===== src/rtl/axi4lite_pkg.sv =====
// ---------------------------------------------------------------------------
// axi4lite_pkg
//   Shared types and constants for the command-driven AXI4-Lite master:
//   response codes, word-address bounds, the master FSM encoding and a
//   helper that identifies the states in which the watchdog runs.
// ---------------------------------------------------------------------------
package axi4lite_pkg;

  // Word address occupies bits [ADDR_MSB:ADDR_LSB] of the byte address.
  localparam int ADDR_LSB = 2;
  localparam int ADDR_MSB = 6;

  typedef logic [ADDR_MSB:ADDR_LSB] word_addr_t;

  typedef logic [1:0] axi_resp_t;
  localparam axi_resp_t RESP_OKAY   = 2'b00;
  localparam axi_resp_t RESP_SLVERR = 2'b10;

  typedef enum logic [2:0] {
    IDLE    = 3'd0,
    RD_ADDR = 3'd1,
    RD_DATA = 3'd2,
    WR_ADDR = 3'd3,
    WR_RESP = 3'd4,
    RSP     = 3'd5
  } master_state_t;

  // True for every state that waits on a slave handshake.
  function automatic logic is_wait_state(input master_state_t s);
    logic w;
    case (s)
      RD_ADDR, RD_DATA, WR_ADDR, WR_RESP: w = 1'b1;
      default:                            w = 1'b0;
    endcase
    return w;
  endfunction

endpackage


===== src/rtl/axi4lite_if.sv =====
// ---------------------------------------------------------------------------
// axi4lite_if
//   AXI4-Lite bus between the master and the 32-entry register slave.
//   Read channels : araddr/arvalid/arready, rdata/rvalid/rready
//   Write channels: awaddr/awvalid/awready, wdata/wvalid/wready,
//                   response/bvalid/bready
//   modport master: drives addresses, write data, valids and readys.
//   modport slave : the mirror image.
// ---------------------------------------------------------------------------
interface axi4lite_if;
  import axi4lite_pkg::*;

  word_addr_t  araddr;
  logic        arvalid;
  logic        arready;
  logic [31:0] rdata;
  logic        rvalid;
  logic        rready;

  word_addr_t  awaddr;
  logic        awvalid;
  logic        awready;
  logic [31:0] wdata;
  logic        wvalid;
  logic        wready;

  axi_resp_t   response;
  logic        bvalid;
  logic        bready;

  modport master (
    output araddr, arvalid, rready,
    output awaddr, awvalid, wdata, wvalid, bready,
    input  arready, rdata, rvalid,
    input  awready, wready, response, bvalid
  );

  modport slave (
    input  araddr, arvalid, rready,
    input  awaddr, awvalid, wdata, wvalid, bready,
    output arready, rdata, rvalid,
    output awready, wready, response, bvalid
  );

endinterface


===== src/rtl/axi_watchdog.sv =====
// ---------------------------------------------------------------------------
// axi_watchdog
//   Loadable down-counter that flags a stalled handshake.
//   clk, reset : clock and synchronous active-high reset
//   clear      : reload the counter (entry to a wait state / handshake)
//   enable     : count this cycle (master is in a wait state)
//   expire     : this is the TIMEOUT-th consecutive enabled cycle since the
//                last clear; the master aborts at this edge
//   TIMEOUT=0 removes the counter and expire is tied low.
// ---------------------------------------------------------------------------
module axi_watchdog #(
  parameter int TIMEOUT = 64
) (
  input  logic clk,
  input  logic reset,
  input  logic clear,
  input  logic enable,
  output logic expire
);

  if (TIMEOUT == 0) begin : g_bypass
    logic unused_s;
    assign unused_s = ^{clk, reset, clear, enable};
    assign expire   = 1'b0;
  end else begin : g_count
    localparam int CW = (TIMEOUT > 1) ? $clog2(TIMEOUT) : 1;
    // Loading TIMEOUT-1 and expiring at zero is the same as an up-count
    // that fires when wait_cnt reaches TIMEOUT-1.
    localparam logic [CW-1:0] LOAD_VAL = CW'(TIMEOUT - 1);

    logic [CW-1:0] cnt_q;
    logic [CW-1:0] cnt_d;

    // Next count: reload on clear, otherwise count down while enabled.
    always_comb begin
      cnt_d = cnt_q;
      if (clear) begin
        cnt_d = LOAD_VAL;
      end else if (enable && (cnt_q != {CW{1'b0}})) begin
        cnt_d = cnt_q - CW'(1);
      end else begin
        cnt_d = cnt_q;
      end
    end

    // Counter register.
    always_ff @(posedge clk) begin
      if (reset) begin
        cnt_q <= LOAD_VAL;
      end else begin
        cnt_q <= cnt_d;
      end
    end

    assign expire = enable && (cnt_q == {CW{1'b0}});
  end

endmodule


===== src/rtl/axi4lite_master.sv =====
// ---------------------------------------------------------------------------
// axi4lite_master
//   Accepts one client command at a time, runs a single AXI4-Lite read
//   (AR/R) or write (AW/W/B) and returns one response per command.
//   A watchdog aborts any handshake that stalls for TIMEOUT cycles and
//   answers SLVERR so a hung slave cannot lock up the client.
//   clk, reset          : clock, synchronous active-high reset
//   cmd_valid/ready     : command handshake; cmd_write selects write
//   cmd_addr, cmd_wdata : word address and write data
//   rsp_valid/ready     : response handshake, held until taken
//   rsp_rdata, rsp_resp : read data (0 on writes/timeouts), response code
//   axi                 : AXI4-Lite master port
// ---------------------------------------------------------------------------
module axi4lite_master
  import axi4lite_pkg::*;
#(
  parameter int TIMEOUT = 64
) (
  input  logic              clk,
  input  logic              reset,
  input  logic              cmd_valid,
  output logic              cmd_ready,
  input  logic              cmd_write,
  input  word_addr_t        cmd_addr,
  input  logic [31:0]       cmd_wdata,
  output logic              rsp_valid,
  input  logic              rsp_ready,
  output logic [31:0]       rsp_rdata,
  output axi_resp_t         rsp_resp,
  axi4lite_if.master        axi
);

  master_state_t state_q, state_d;
  logic          cmd_ready_q, cmd_ready_d;
  logic          rsp_valid_q, rsp_valid_d;
  logic [31:0]   rsp_rdata_q, rsp_rdata_d;
  axi_resp_t     rsp_resp_q, rsp_resp_d;
  word_addr_t    araddr_q, araddr_d;
  logic          arvalid_q, arvalid_d;
  logic          rready_q, rready_d;
  word_addr_t    awaddr_q, awaddr_d;
  logic          awvalid_q, awvalid_d;
  logic [31:0]   wdata_q, wdata_d;
  logic          wvalid_q, wvalid_d;
  logic          bready_q, bready_d;
  logic          aw_done_q, aw_done_d;
  logic          w_done_q, w_done_d;

  logic ar_hs_s, r_hs_s, aw_hs_s, w_hs_s, b_hs_s;
  logic wd_clear_s, wd_enable_s, wd_expire_s;
  logic timeout_s;

  assign ar_hs_s = arvalid_q && axi.arready;
  assign r_hs_s  = rready_q  && axi.rvalid;
  assign aw_hs_s = awvalid_q && axi.awready;
  assign w_hs_s  = wvalid_q  && axi.wready;
  assign b_hs_s  = bready_q  && axi.bvalid;

  assign wd_enable_s = is_wait_state(state_q);

  axi_watchdog #(
    .TIMEOUT (TIMEOUT)
  ) u_watchdog (
    .clk    (clk),
    .reset  (reset),
    .clear  (wd_clear_s),
    .enable (wd_enable_s),
    .expire (wd_expire_s)
  );

  // Next-state and next-output logic for the transaction FSM.
  always_comb begin
    state_d     = state_q;
    cmd_ready_d = cmd_ready_q;
    rsp_valid_d = rsp_valid_q;
    rsp_rdata_d = rsp_rdata_q;
    rsp_resp_d  = rsp_resp_q;
    araddr_d    = araddr_q;
    arvalid_d   = arvalid_q;
    rready_d    = rready_q;
    awaddr_d    = awaddr_q;
    awvalid_d   = awvalid_q;
    wdata_d     = wdata_q;
    wvalid_d    = wvalid_q;
    bready_d    = bready_q;
    aw_done_d   = aw_done_q;
    w_done_d    = w_done_q;
    wd_clear_s  = 1'b0;
    timeout_s   = 1'b0;

    case (state_q)
      IDLE: begin
        if (cmd_valid && cmd_ready_q) begin
          araddr_d    = cmd_addr;
          awaddr_d    = cmd_addr;
          wdata_d     = cmd_wdata;
          cmd_ready_d = 1'b0;
          wd_clear_s  = 1'b1;
          if (cmd_write) begin
            state_d   = WR_ADDR;
            awvalid_d = 1'b1;
            wvalid_d  = 1'b1;
            aw_done_d = 1'b0;
            w_done_d  = 1'b0;
          end else begin
            state_d   = RD_ADDR;
            arvalid_d = 1'b1;
          end
        end else begin
          cmd_ready_d = 1'b1;
        end
      end

      RD_ADDR: begin
        if (ar_hs_s) begin
          state_d    = RD_DATA;
          arvalid_d  = 1'b0;
          rready_d   = 1'b1;
          wd_clear_s = 1'b1;
        end else if (wd_expire_s) begin
          timeout_s = 1'b1;
        end else begin
          state_d = RD_ADDR;
        end
      end

      RD_DATA: begin
        // The slave has no read-response code, so reads always return OKAY.
        if (r_hs_s) begin
          state_d     = RSP;
          rready_d    = 1'b0;
          rsp_valid_d = 1'b1;
          rsp_rdata_d = axi.rdata;
          rsp_resp_d  = RESP_OKAY;
        end else if (wd_expire_s) begin
          timeout_s = 1'b1;
        end else begin
          state_d = RD_DATA;
        end
      end

      WR_ADDR: begin
        // AW and W complete independently; either handshake restarts the
        // watchdog, and both may land in the same cycle.
        awvalid_d  = awvalid_q && !aw_hs_s;
        wvalid_d   = wvalid_q  && !w_hs_s;
        aw_done_d  = aw_done_q || aw_hs_s;
        w_done_d   = w_done_q  || w_hs_s;
        wd_clear_s = aw_hs_s || w_hs_s;
        if (aw_done_d && w_done_d) begin
          state_d  = WR_RESP;
          bready_d = 1'b1;
        end else if (wd_expire_s && !aw_hs_s && !w_hs_s) begin
          timeout_s = 1'b1;
        end else begin
          state_d = WR_ADDR;
        end
      end

      WR_RESP: begin
        if (b_hs_s) begin
          state_d     = RSP;
          bready_d    = 1'b0;
          rsp_valid_d = 1'b1;
          rsp_rdata_d = 32'h0000_0000;
          rsp_resp_d  = axi.response;
        end else if (wd_expire_s) begin
          timeout_s = 1'b1;
        end else begin
          state_d = WR_RESP;
        end
      end

      RSP: begin
        if (rsp_ready) begin
          state_d     = IDLE;
          rsp_valid_d = 1'b0;
          cmd_ready_d = 1'b1;
        end else begin
          state_d = RSP;
        end
      end

      default: begin
        state_d     = IDLE;
        cmd_ready_d = 1'b1;
        rsp_valid_d = 1'b0;
        arvalid_d   = 1'b0;
        rready_d    = 1'b0;
        awvalid_d   = 1'b0;
        wvalid_d    = 1'b0;
        bready_d    = 1'b0;
      end
    endcase

    // Watchdog abort: drop every AXI valid/ready and answer SLVERR.
    if (timeout_s) begin
      state_d     = RSP;
      arvalid_d   = 1'b0;
      rready_d    = 1'b0;
      awvalid_d   = 1'b0;
      wvalid_d    = 1'b0;
      bready_d    = 1'b0;
      rsp_valid_d = 1'b1;
      rsp_rdata_d = 32'h0000_0000;
      rsp_resp_d  = RESP_SLVERR;
    end else begin
      rsp_resp_d  = rsp_resp_d;
    end
  end

  // State and output registers.
  always_ff @(posedge clk) begin
    if (reset) begin
      state_q     <= IDLE;
      cmd_ready_q <= 1'b1;
      rsp_valid_q <= 1'b0;
      rsp_rdata_q <= 32'h0000_0000;
      rsp_resp_q  <= RESP_OKAY;
      araddr_q    <= '0;
      arvalid_q   <= 1'b0;
      rready_q    <= 1'b0;
      awaddr_q    <= '0;
      awvalid_q   <= 1'b0;
      wdata_q     <= 32'h0000_0000;
      wvalid_q    <= 1'b0;
      bready_q    <= 1'b0;
      aw_done_q   <= 1'b0;
      w_done_q    <= 1'b0;
    end else begin
      state_q     <= state_d;
      cmd_ready_q <= cmd_ready_d;
      rsp_valid_q <= rsp_valid_d;
      rsp_rdata_q <= rsp_rdata_d;
      rsp_resp_q  <= rsp_resp_d;
      araddr_q    <= araddr_d;
      arvalid_q   <= arvalid_d;
      rready_q    <= rready_d;
      awaddr_q    <= awaddr_d;
      awvalid_q   <= awvalid_d;
      wdata_q     <= wdata_d;
      wvalid_q    <= wvalid_d;
      bready_q    <= bready_d;
      aw_done_q   <= aw_done_d;
      w_done_q    <= w_done_d;
    end
  end

  assign cmd_ready   = cmd_ready_q;
  assign rsp_valid   = rsp_valid_q;
  assign rsp_rdata   = rsp_rdata_q;
  assign rsp_resp    = rsp_resp_q;
  assign axi.araddr  = araddr_q;
  assign axi.arvalid = arvalid_q;
  assign axi.rready  = rready_q;
  assign axi.awaddr  = awaddr_q;
  assign axi.awvalid = awvalid_q;
  assign axi.wdata   = wdata_q;
  assign axi.wvalid  = wvalid_q;
  assign axi.bready  = bready_q;

endmodule

===== src/flat_wrapper.sv =====
// flat-port wrapper written by rule: the top's interface ports become plain ports
module axi4lite_master_flat import axi4lite_pkg::*;
#(
  parameter int TIMEOUT = 64
)
  (clk, reset, cmd_valid, cmd_ready, cmd_write, cmd_addr, cmd_wdata, rsp_valid, rsp_ready, rsp_rdata, rsp_resp, axi_araddr, axi_arvalid, axi_rready, axi_awaddr, axi_awvalid, axi_wdata, axi_wvalid, axi_bready, axi_arready, axi_rdata, axi_rvalid, axi_awready, axi_wready, axi_response, axi_bvalid);
  axi4lite_if axi_i ();
  input  logic clk;
  input  logic reset;
  input  logic cmd_valid;
  output logic cmd_ready;
  input  logic cmd_write;
  input  word_addr_t cmd_addr;
  input  logic [31:0] cmd_wdata;
  output logic rsp_valid;
  input  logic rsp_ready;
  output logic [31:0] rsp_rdata;
  output axi_resp_t rsp_resp;
  output wire logic [$bits(axi_i.araddr)-1:0] axi_araddr;
  output wire logic [$bits(axi_i.arvalid)-1:0] axi_arvalid;
  output wire logic [$bits(axi_i.rready)-1:0] axi_rready;
  output wire logic [$bits(axi_i.awaddr)-1:0] axi_awaddr;
  output wire logic [$bits(axi_i.awvalid)-1:0] axi_awvalid;
  output wire logic [$bits(axi_i.wdata)-1:0] axi_wdata;
  output wire logic [$bits(axi_i.wvalid)-1:0] axi_wvalid;
  output wire logic [$bits(axi_i.bready)-1:0] axi_bready;
  input wire logic [$bits(axi_i.arready)-1:0] axi_arready;
  input wire logic [$bits(axi_i.rdata)-1:0] axi_rdata;
  input wire logic [$bits(axi_i.rvalid)-1:0] axi_rvalid;
  input wire logic [$bits(axi_i.awready)-1:0] axi_awready;
  input wire logic [$bits(axi_i.wready)-1:0] axi_wready;
  input wire logic [$bits(axi_i.response)-1:0] axi_response;
  input wire logic [$bits(axi_i.bvalid)-1:0] axi_bvalid;
  assign axi_araddr = axi_i.araddr;
  assign axi_arvalid = axi_i.arvalid;
  assign axi_rready = axi_i.rready;
  assign axi_awaddr = axi_i.awaddr;
  assign axi_awvalid = axi_i.awvalid;
  assign axi_wdata = axi_i.wdata;
  assign axi_wvalid = axi_i.wvalid;
  assign axi_bready = axi_i.bready;
  assign axi_i.arready = axi_arready;
  assign axi_i.rdata = axi_rdata;
  assign axi_i.rvalid = axi_rvalid;
  assign axi_i.awready = axi_awready;
  assign axi_i.wready = axi_wready;
  assign axi_i.response = axi_response;
  assign axi_i.bvalid = axi_bvalid;
  axi4lite_master #(.TIMEOUT(TIMEOUT)) u_core (.clk(clk), .reset(reset), .cmd_valid(cmd_valid), .cmd_ready(cmd_ready), .cmd_write(cmd_write), .cmd_addr(cmd_addr), .cmd_wdata(cmd_wdata), .rsp_valid(rsp_valid), .rsp_ready(rsp_ready), .rsp_rdata(rsp_rdata), .rsp_resp(rsp_resp), .axi(axi_i));
endmodule

===== config.mk =====
export PLATFORM = sky130hd
export DESIGN_NAME = axi4lite_master_flat
export DESIGN_NICKNAME = d
export VERILOG_FILES = /design/src/rtl/axi4lite_pkg.sv /design/src/rtl/axi4lite_if.sv /design/src/rtl/axi_watchdog.sv /design/src/rtl/axi4lite_master.sv /design/src/flat_wrapper.sv
export SDC_FILE = /design/constraint.sdc
export NUM_CORES = 1
export LEC_CHECK = 0
export CORE_MARGIN = 2
export CORE_UTILIZATION = 46
export CTS_CLUSTER_DIAMETER = 40
export DETAILED_ROUTE_END_ITERATION = 8
export DONT_BUFFER_PORTS = 1
export GPL_ROUTABILITY_DRIVEN = 0
export PLACE_DENSITY = 0.59
export SYNTH_ARGS = -nofsm -noshare
export SYNTH_HDL_FRONTEND = slang
export SYNTH_HIERARCHICAL = 1
export SYNTH_SLANG_ARGS = --single-unit

===== constraint.sdc =====
create_clock -name clk -period 2.2 [get_ports clk]
set_input_delay 0.33 -clock clk [delete_from_list [all_inputs] [get_ports clk]]
set_output_delay 0.33 -clock clk [all_outputs]
set_load 0.01 [all_outputs]

==> results_dict.tcl, run 1 <==
set metrics [dict create \
    status "completed" \
    critPathCaptureType "flip-flop" \
    route.detailed.drc 0 \
    design.die.area_sq_mm 0.008839 \
    cts_sinks 89 \
    finClkSkew_ps 14.37 \
    vias 3260 \
    synth_edf_count 0 \
    yosysWarnings 6 \
    final_area_sq_mm 0.004006 \
    n_fill_cell 763 \
    max_freq_mhz 500.3 \
    ios 164 \
    grt_pass1_vias 3116 \
    dpl.hpwl_microns 6323 \
    cts_tree "yes" \
    wl_per_cell_microns 17.38 \
    setup_tns_ps 0 \
    tightestPinTransition_ps 462.2 \
    critPathBufInv 1 \
    syn-num-nets 542 \
    clock_latency_ps 350 \
    h-tree-depth 3 \
    core_sq_mm 0.007807 \
    wirelength_microns 9578 \
    leakage_uw 0.001366 \
    path_cells "inv_1 -> ha_1 -> nand3b_1 -> nor2_1 -> and3_1 -> a221o_2 -> a2111oi_2" \
    cts_buffers 9 \
    hold_viol 0 \
    clk_pin_slew_worst_paths_ps 90 \
    synth_top_cell_area_share_pct 47.80 \
    drive_above_1_share_pct 9.354 \
    synth_area_sq_mm 0.003727 \
    die_x_microns 94.02 \
    grt-ovfl-total 0 \
    slew_viol_final 0 \
    root_buffer "clkbuf_8" \
    cts-hold-fix-buffers 0 \
    post_dp_cell_area_sq_mm 0.003789 \
    synthTopCellsByCount "dfxtp_1 (89), nand2_1 (89), a21oi_1 (84)" \
    area_growth_pct 7.486 \
    min-delay-path-class "input port to flip-flop" \
    worst_path_max_delay_cell "a221o_2" \
    cp_top_family "compound AO/OA/AOI/OAI gates" \
    grt_pass1_wl_microns 15030 \
    synth_async_sr_flop_share_pct 0 \
    start_util_pct 47.74 \
    setup-violations-final 0 \
    rsz0062_at_grt "false" \
    maxCapViolations 0 \
    io_buffers 0 \
    final_util_pct 51.31 \
    crit_type "flip-flop to flip-flop" \
    slew_headroom_pct 69.19 \
    max_stage_delay_ps 430 \
    antenna_found_initial 0 \
    required_ps 2450 \
    die_h_microns 94.02 \
    synth-main-ff-cell "dfxtp_1" \
    crit_fanout 6 \
    synth_area_per_cell_sq_um 8.103 \
    cts_max_path_buffers 2 \
    ys_seq_area_share_pct 47.80 \
    rows 32 \
    fin_crit_sh_pct 90.85 \
    start_kind "flip-flop" \
    peakVddDrop_uv 466.8 \
    synthDistinctLibCells 50 \
    yosys.area.top_type "dfxtp_1" \
    p_per_area_mw_per_mm2 919.5 \
    grt_max_degree 50 \
    ant_nets 0 \
    diodes 0 \
    netlist_top_cells_area "dfxtp_1 (48%), a21oi_1 (11%), nand2_1 (9.0%), nand4_1 (5.7%), o21ai_0 (5.5%)" \
    drt-initial-drc-count 183 \
    via_per_inst 5.917 \
    synth_seq_cells 89 \
    power_uw 3684 \
    syn-instance-count 460 \
    layout.nets 526 \
    detail_route.first_pass.iterations 4 \
    fin_crit_ps 1999 \
    grt_usage_pct 21.27 \
    cp_data_arrival_time_ps 2250 \
]
cell type report:
type / count / area (sq um) / share of cell area, %
flip-flops and latches: 89 / 1782 / 44.47
inverters: 8 / 30.03 / 0.7495
repair buffers: 16 / 152.6 / 3.810
well taps: 102 / 127.6 / 3.186
clock inverters: 5 / 62.56 / 1.562
clock buffers: 11 / 141.4 / 3.529
multi-input cells: 320 / 1710 / 42.69
layout by cell type (no fill, tap or decap), types with 2 or more instances in the layout:
master | Yosys | routed
nand2_1 | 89 | 89
dfxtp_1 | 89 | 89
a21oi_1 | 84 | 84
o21ai_0 | 41 | 41
nand4_1 | 34 | 34
buf_4 | 8 | 13
clkbuf_8 | 0 | 10
nor2_1 | 9 | 9
inv_1 | 8 | 8
nor3_1 | 6 | 6
nand3_1 | 5 | 5
a22oi_1 | 3 | 3
a32oi_1 | 4 | 3
a31o_2 | 3 | 3
o211ai_1 | 3 | 3
a31oi_1 | 3 | 3
clkinvlp_4 | 0 | 2
and2b_1 | 2 | 2
nand2b_1 | 2 | 2
a21o_1 | 2 | 2
buf_12 | 0 | 2
mux2i_1 | 2 | 2
flip-flops by register name (all words and copies together) (netlist names):
signal	flops
u_core/axi.awvalid	1
u_core/axi.awaddr	5
u_core/axi.wdata	32
u_core/axi.arvalid	1
u_core/rsp_rdata	32
u_core/cmd_ready	1
u_core/axi.wvalid	1
u_core/u_watchdog/g_count.cnt_q	6
u_core/axi.rready	1
u_core/state_q	3
u_core/aw_done_q	1
u_core/axi.bready	1
u_core/rsp_resp	2
u_core/rsp_valid	1
u_core/w_done_q	1
per-layer routing:
layer / track usage [%] / wire length (microns)
met5: 0 / 0
met4: 7.246 / 129
met3: 7.384 / 802
met2: 34.76 / 4535
met1: 26.07 / 4111
power breakdown:
part           switching (uW)  total [uW]  internal, uW
sequential                157        1900          1750
clock                     599        1160           563
combinational             387         617           230
final timing paths:
kind	end	from	cells past startpoint	slack, ps
max reg2reg	u_core/axi.arvalid$_SDFFE_PP0P_	u_core/u_watchdog/g_count.cnt_q[0]$_SDFFE_PP1P_	7	200
min reg2reg	u_core/axi.wdata[27]$_SDFFE_PP0P_	u_core/axi.wdata[27]$_SDFFE_PP0P_	2	500
min	u_core/w_done_q$_SDFFE_PP0P_	reset	1	50
max	u_core/axi.arvalid$_SDFFE_PP0P_	u_core/u_watchdog/g_count.cnt_q[0]$_SDFFE_PP1P_	7	200
logic make-up after synthesis:
kind of cell | after synthesis | share of synthesized area, %
fa+ha+maj | 1 | 0.3356
xor+xnor | 2 | 0.4700
simple gates | 159 | 20.58
flops | 89 | 47.80
mux | 2 | 0.5371
compound gates | 156 | 23.60
buf+inv | 51 | 6.680
repair_timing:
action | 4_1_cts | 5_1_grt
setup buffers | 0 | 0
endpoints found under the hold margin | 0 | 0
setup endpoints to repair | 0 | 35
resized for setup | 0 | 4
stage by stage:
stage | cells | setup WS, ps | hold slack (ps)
after floorplan | 460 | 78.18 | 463.5
after global placement | 535 | 201.5 | 413.8
after detailed placement | 535 | 132.2 | 413.7
after CTS | 551 | 108.3 | 27.66
after global routing | 551 | 37.43 | 24.38
final | 551 | 201.3 | 52.50
Note: power is estimated with default switching activity, not from simulation.
==> run 2, diff against run 1 <==
--- a/config.mk
+++ b/config.mk
@@ -5,9 +5,8 @@
 export SDC_FILE = /design/constraint.sdc
 export NUM_CORES = 1
 export LEC_CHECK = 0
-export CORE_MARGIN = 2
+export CORE_MARGIN = 10
 export CORE_UTILIZATION = 46
-export CTS_CLUSTER_DIAMETER = 40
 export DETAILED_ROUTE_END_ITERATION = 8
 export DONT_BUFFER_PORTS = 1
 export GPL_ROUTABILITY_DRIVEN = 0
==> results_dict.tcl, run 2 (synthesis results as in run 1) <==
set metrics [dict create \
    status "completed" \
    rsz0062_at_grt "false" \
    setup-violations-final 0 \
    clk_pin_slew_worst_paths_ps 90 \
    p_per_area_mw_per_mm2 886.2 \
    die_h_microns 110.0 \
    io_buffers 0 \
    root_buffer "clkbuf_8" \
    ios 164 \
    cts-hold-fix-buffers 0 \
    setup_tns_ps 0 \
    detail_route.first_pass.iterations 4 \
    diodes 0 \
    design.die.area_sq_mm 0.01210 \
    grt_max_degree 50 \
    wirelength_microns 10800 \
    cts_max_path_buffers 2 \
    max_freq_mhz 493.1 \
    start_util_pct 47.74 \
    ant_nets 0 \
    timing.rr.end "u_core/rsp_rdata[9]$_SDFFE_PP0P_" \
    critPathLaunch "u_core/u_watchdog/g_count.cnt_q[0]$_SDFFE_PP1P_" \
    tightestPinTransition_ps 465.9 \
    crit_fanout 35 \
    grt_pass1_wl_microns 16650 \
    critPathCaptureType "flip-flop" \
    cts_buffers 9 \
    reg2reg_depth 8 \
    crit_type "flip-flop to flip-flop" \
    drt-initial-drc-count 216 \
    rr_startpoint "u_core/u_watchdog/g_count.cnt_q[0]$_SDFFE_PP1P_" \
    fin_crit_sh_pct 92.19 \
    drive_above_1_share_pct 9.620 \
    cts_tree "yes" \
    grt-ovfl-total 0 \
    grt_pass1_vias 3113 \
    dpl.hpwl_microns 7622 \
    n_fill_cell 785 \
    mostFrequentLayoutCells "nand2_1 (89), dfxtp_1 (89), a21oi_1 (84)" \
    wl_per_cell_microns 19.67 \
    layout.nets 525 \
    slew_viol_final 0 \
    cts_sinks 89 \
    clock_latency_ps 350 \
    grt_usage_pct 17.02 \
    rrSetupSlack_ps 170 \
    rows 32 \
    die_x_microns 110.0 \
    finClkSkew_ps 8.282 \
    leakage_uw 0.001345 \
    maxCapViolations 0 \
    required_ps 2470 \
    via_per_inst 5.933 \
    slew_headroom_pct 68.94 \
    route.detailed.drc 0 \
    fin_crit_ps 2028 \
    min-delay-path-class "input port to flip-flop" \
    antenna_found_initial 0 \
    cp_data_arrival_time_ps 2300 \
    start_kind "flip-flop" \
    peakVddDrop_uv 436.3 \
    hold_viol 0 \
    final_util_pct 50.79 \
    h-tree-depth 3 \
    endpoint "u_core/rsp_rdata[9]$_SDFFE_PP0P_" \
    core_sq_mm 0.007807 \
    vias 3257 \
    area_growth_pct 6.378 \
]
==> run 2: how the worst min path moves through the flow <==
stage                               start                                end  slack, ps  cells after the start
after floorplan           axi_response[0]    u_core/rsp_resp[0]$_SDFFE_PP0P_        460                      2
after global placement              reset      u_core/aw_done_q$_SDFFE_PP0P_        410                      1
after detailed placement            reset     u_core/state_q[0]$_SDFFE_PP0P_        410                      1
after CTS                           reset      u_core/rsp_valid$_SDFFE_PP0P_         30                      1
after global routing                reset  u_core/axi.wdata[30]$_SDFFE_PP0P_         20                      1
final                               reset  u_core/axi.wdata[30]$_SDFFE_PP0P_         60                      1
==> run 2: power by group <==
part | switching, uW | leakage (uW) | internal [uW] | total, uW
combinational | 386 | 0.000541 | 220 | 606
clock | 584 | 0.0000790 | 408 | 992
sequential | 169 | 0.000725 | 1750 | 1920
total | 1140 | 0.00135 | 2370 | 3510
==> run 2: area by class of cell <==
type,count,area [sq um],share of cell area (%)
Inverter,8,30.03,0.7573
Clock inverter,6,43.79,1.104
Tap cell,102,127.6,3.219
Timing Repair Buffer,15,137.6,3.471
Clock buffer,9,123.9,3.124
Sequential cell,89,1782,44.94
Multi-Input combinational cell,320,1720,43.39
==> run 2: stage by stage <==
| step | cell area [sq um] | total power [uW] | hold slack [ps] | setup slack [ps] | instances |
|---|---|---|---|---|---|
| 6_report | 3965 | 3514 | 57.66 | 171.9 | 549 |
| 5_1_grt | 3965 | 3712 | 18.32 | 14.99 | 549 |
| 4_1_cts | 3940 | 3535 | 27.16 | 83.63 | 549 |
| 3_5_place_dp | 3769 | 2548 | 411.0 | 46.21 | 534 |
| 3_3_place_gp | 3769 | 2533 | 414.5 | 147.3 | 534 |
| 2_1_floorplan | 3729 | 2404 | 463.5 | 78.18 | 460 |
==> run 2: what timing repair did <==
action	4_1_cts	5_1_grt
endpoints found under the setup margin	1	36
setup buffers	0	0
resized for setup	1	6
==> run 2: routing by layer <==
metal	track usage (%)	part of all wire [%]	up-vias
met1	20.69	39	1521
met4	5.112	0.90	0
met3	7.603	12	11
li1	-	-	1605
met5	0	0	-
met2	26.55	48	120
==> run 2: critical path: stages, from the launching register on <==
cell and delay (ps):
dfxtp_1 390, inv_1 80, ha_1 250, nand3b_1 150, nor2_1 90, and3_1 200, a221o_2 430, buf_12 190
a21oi_1 160
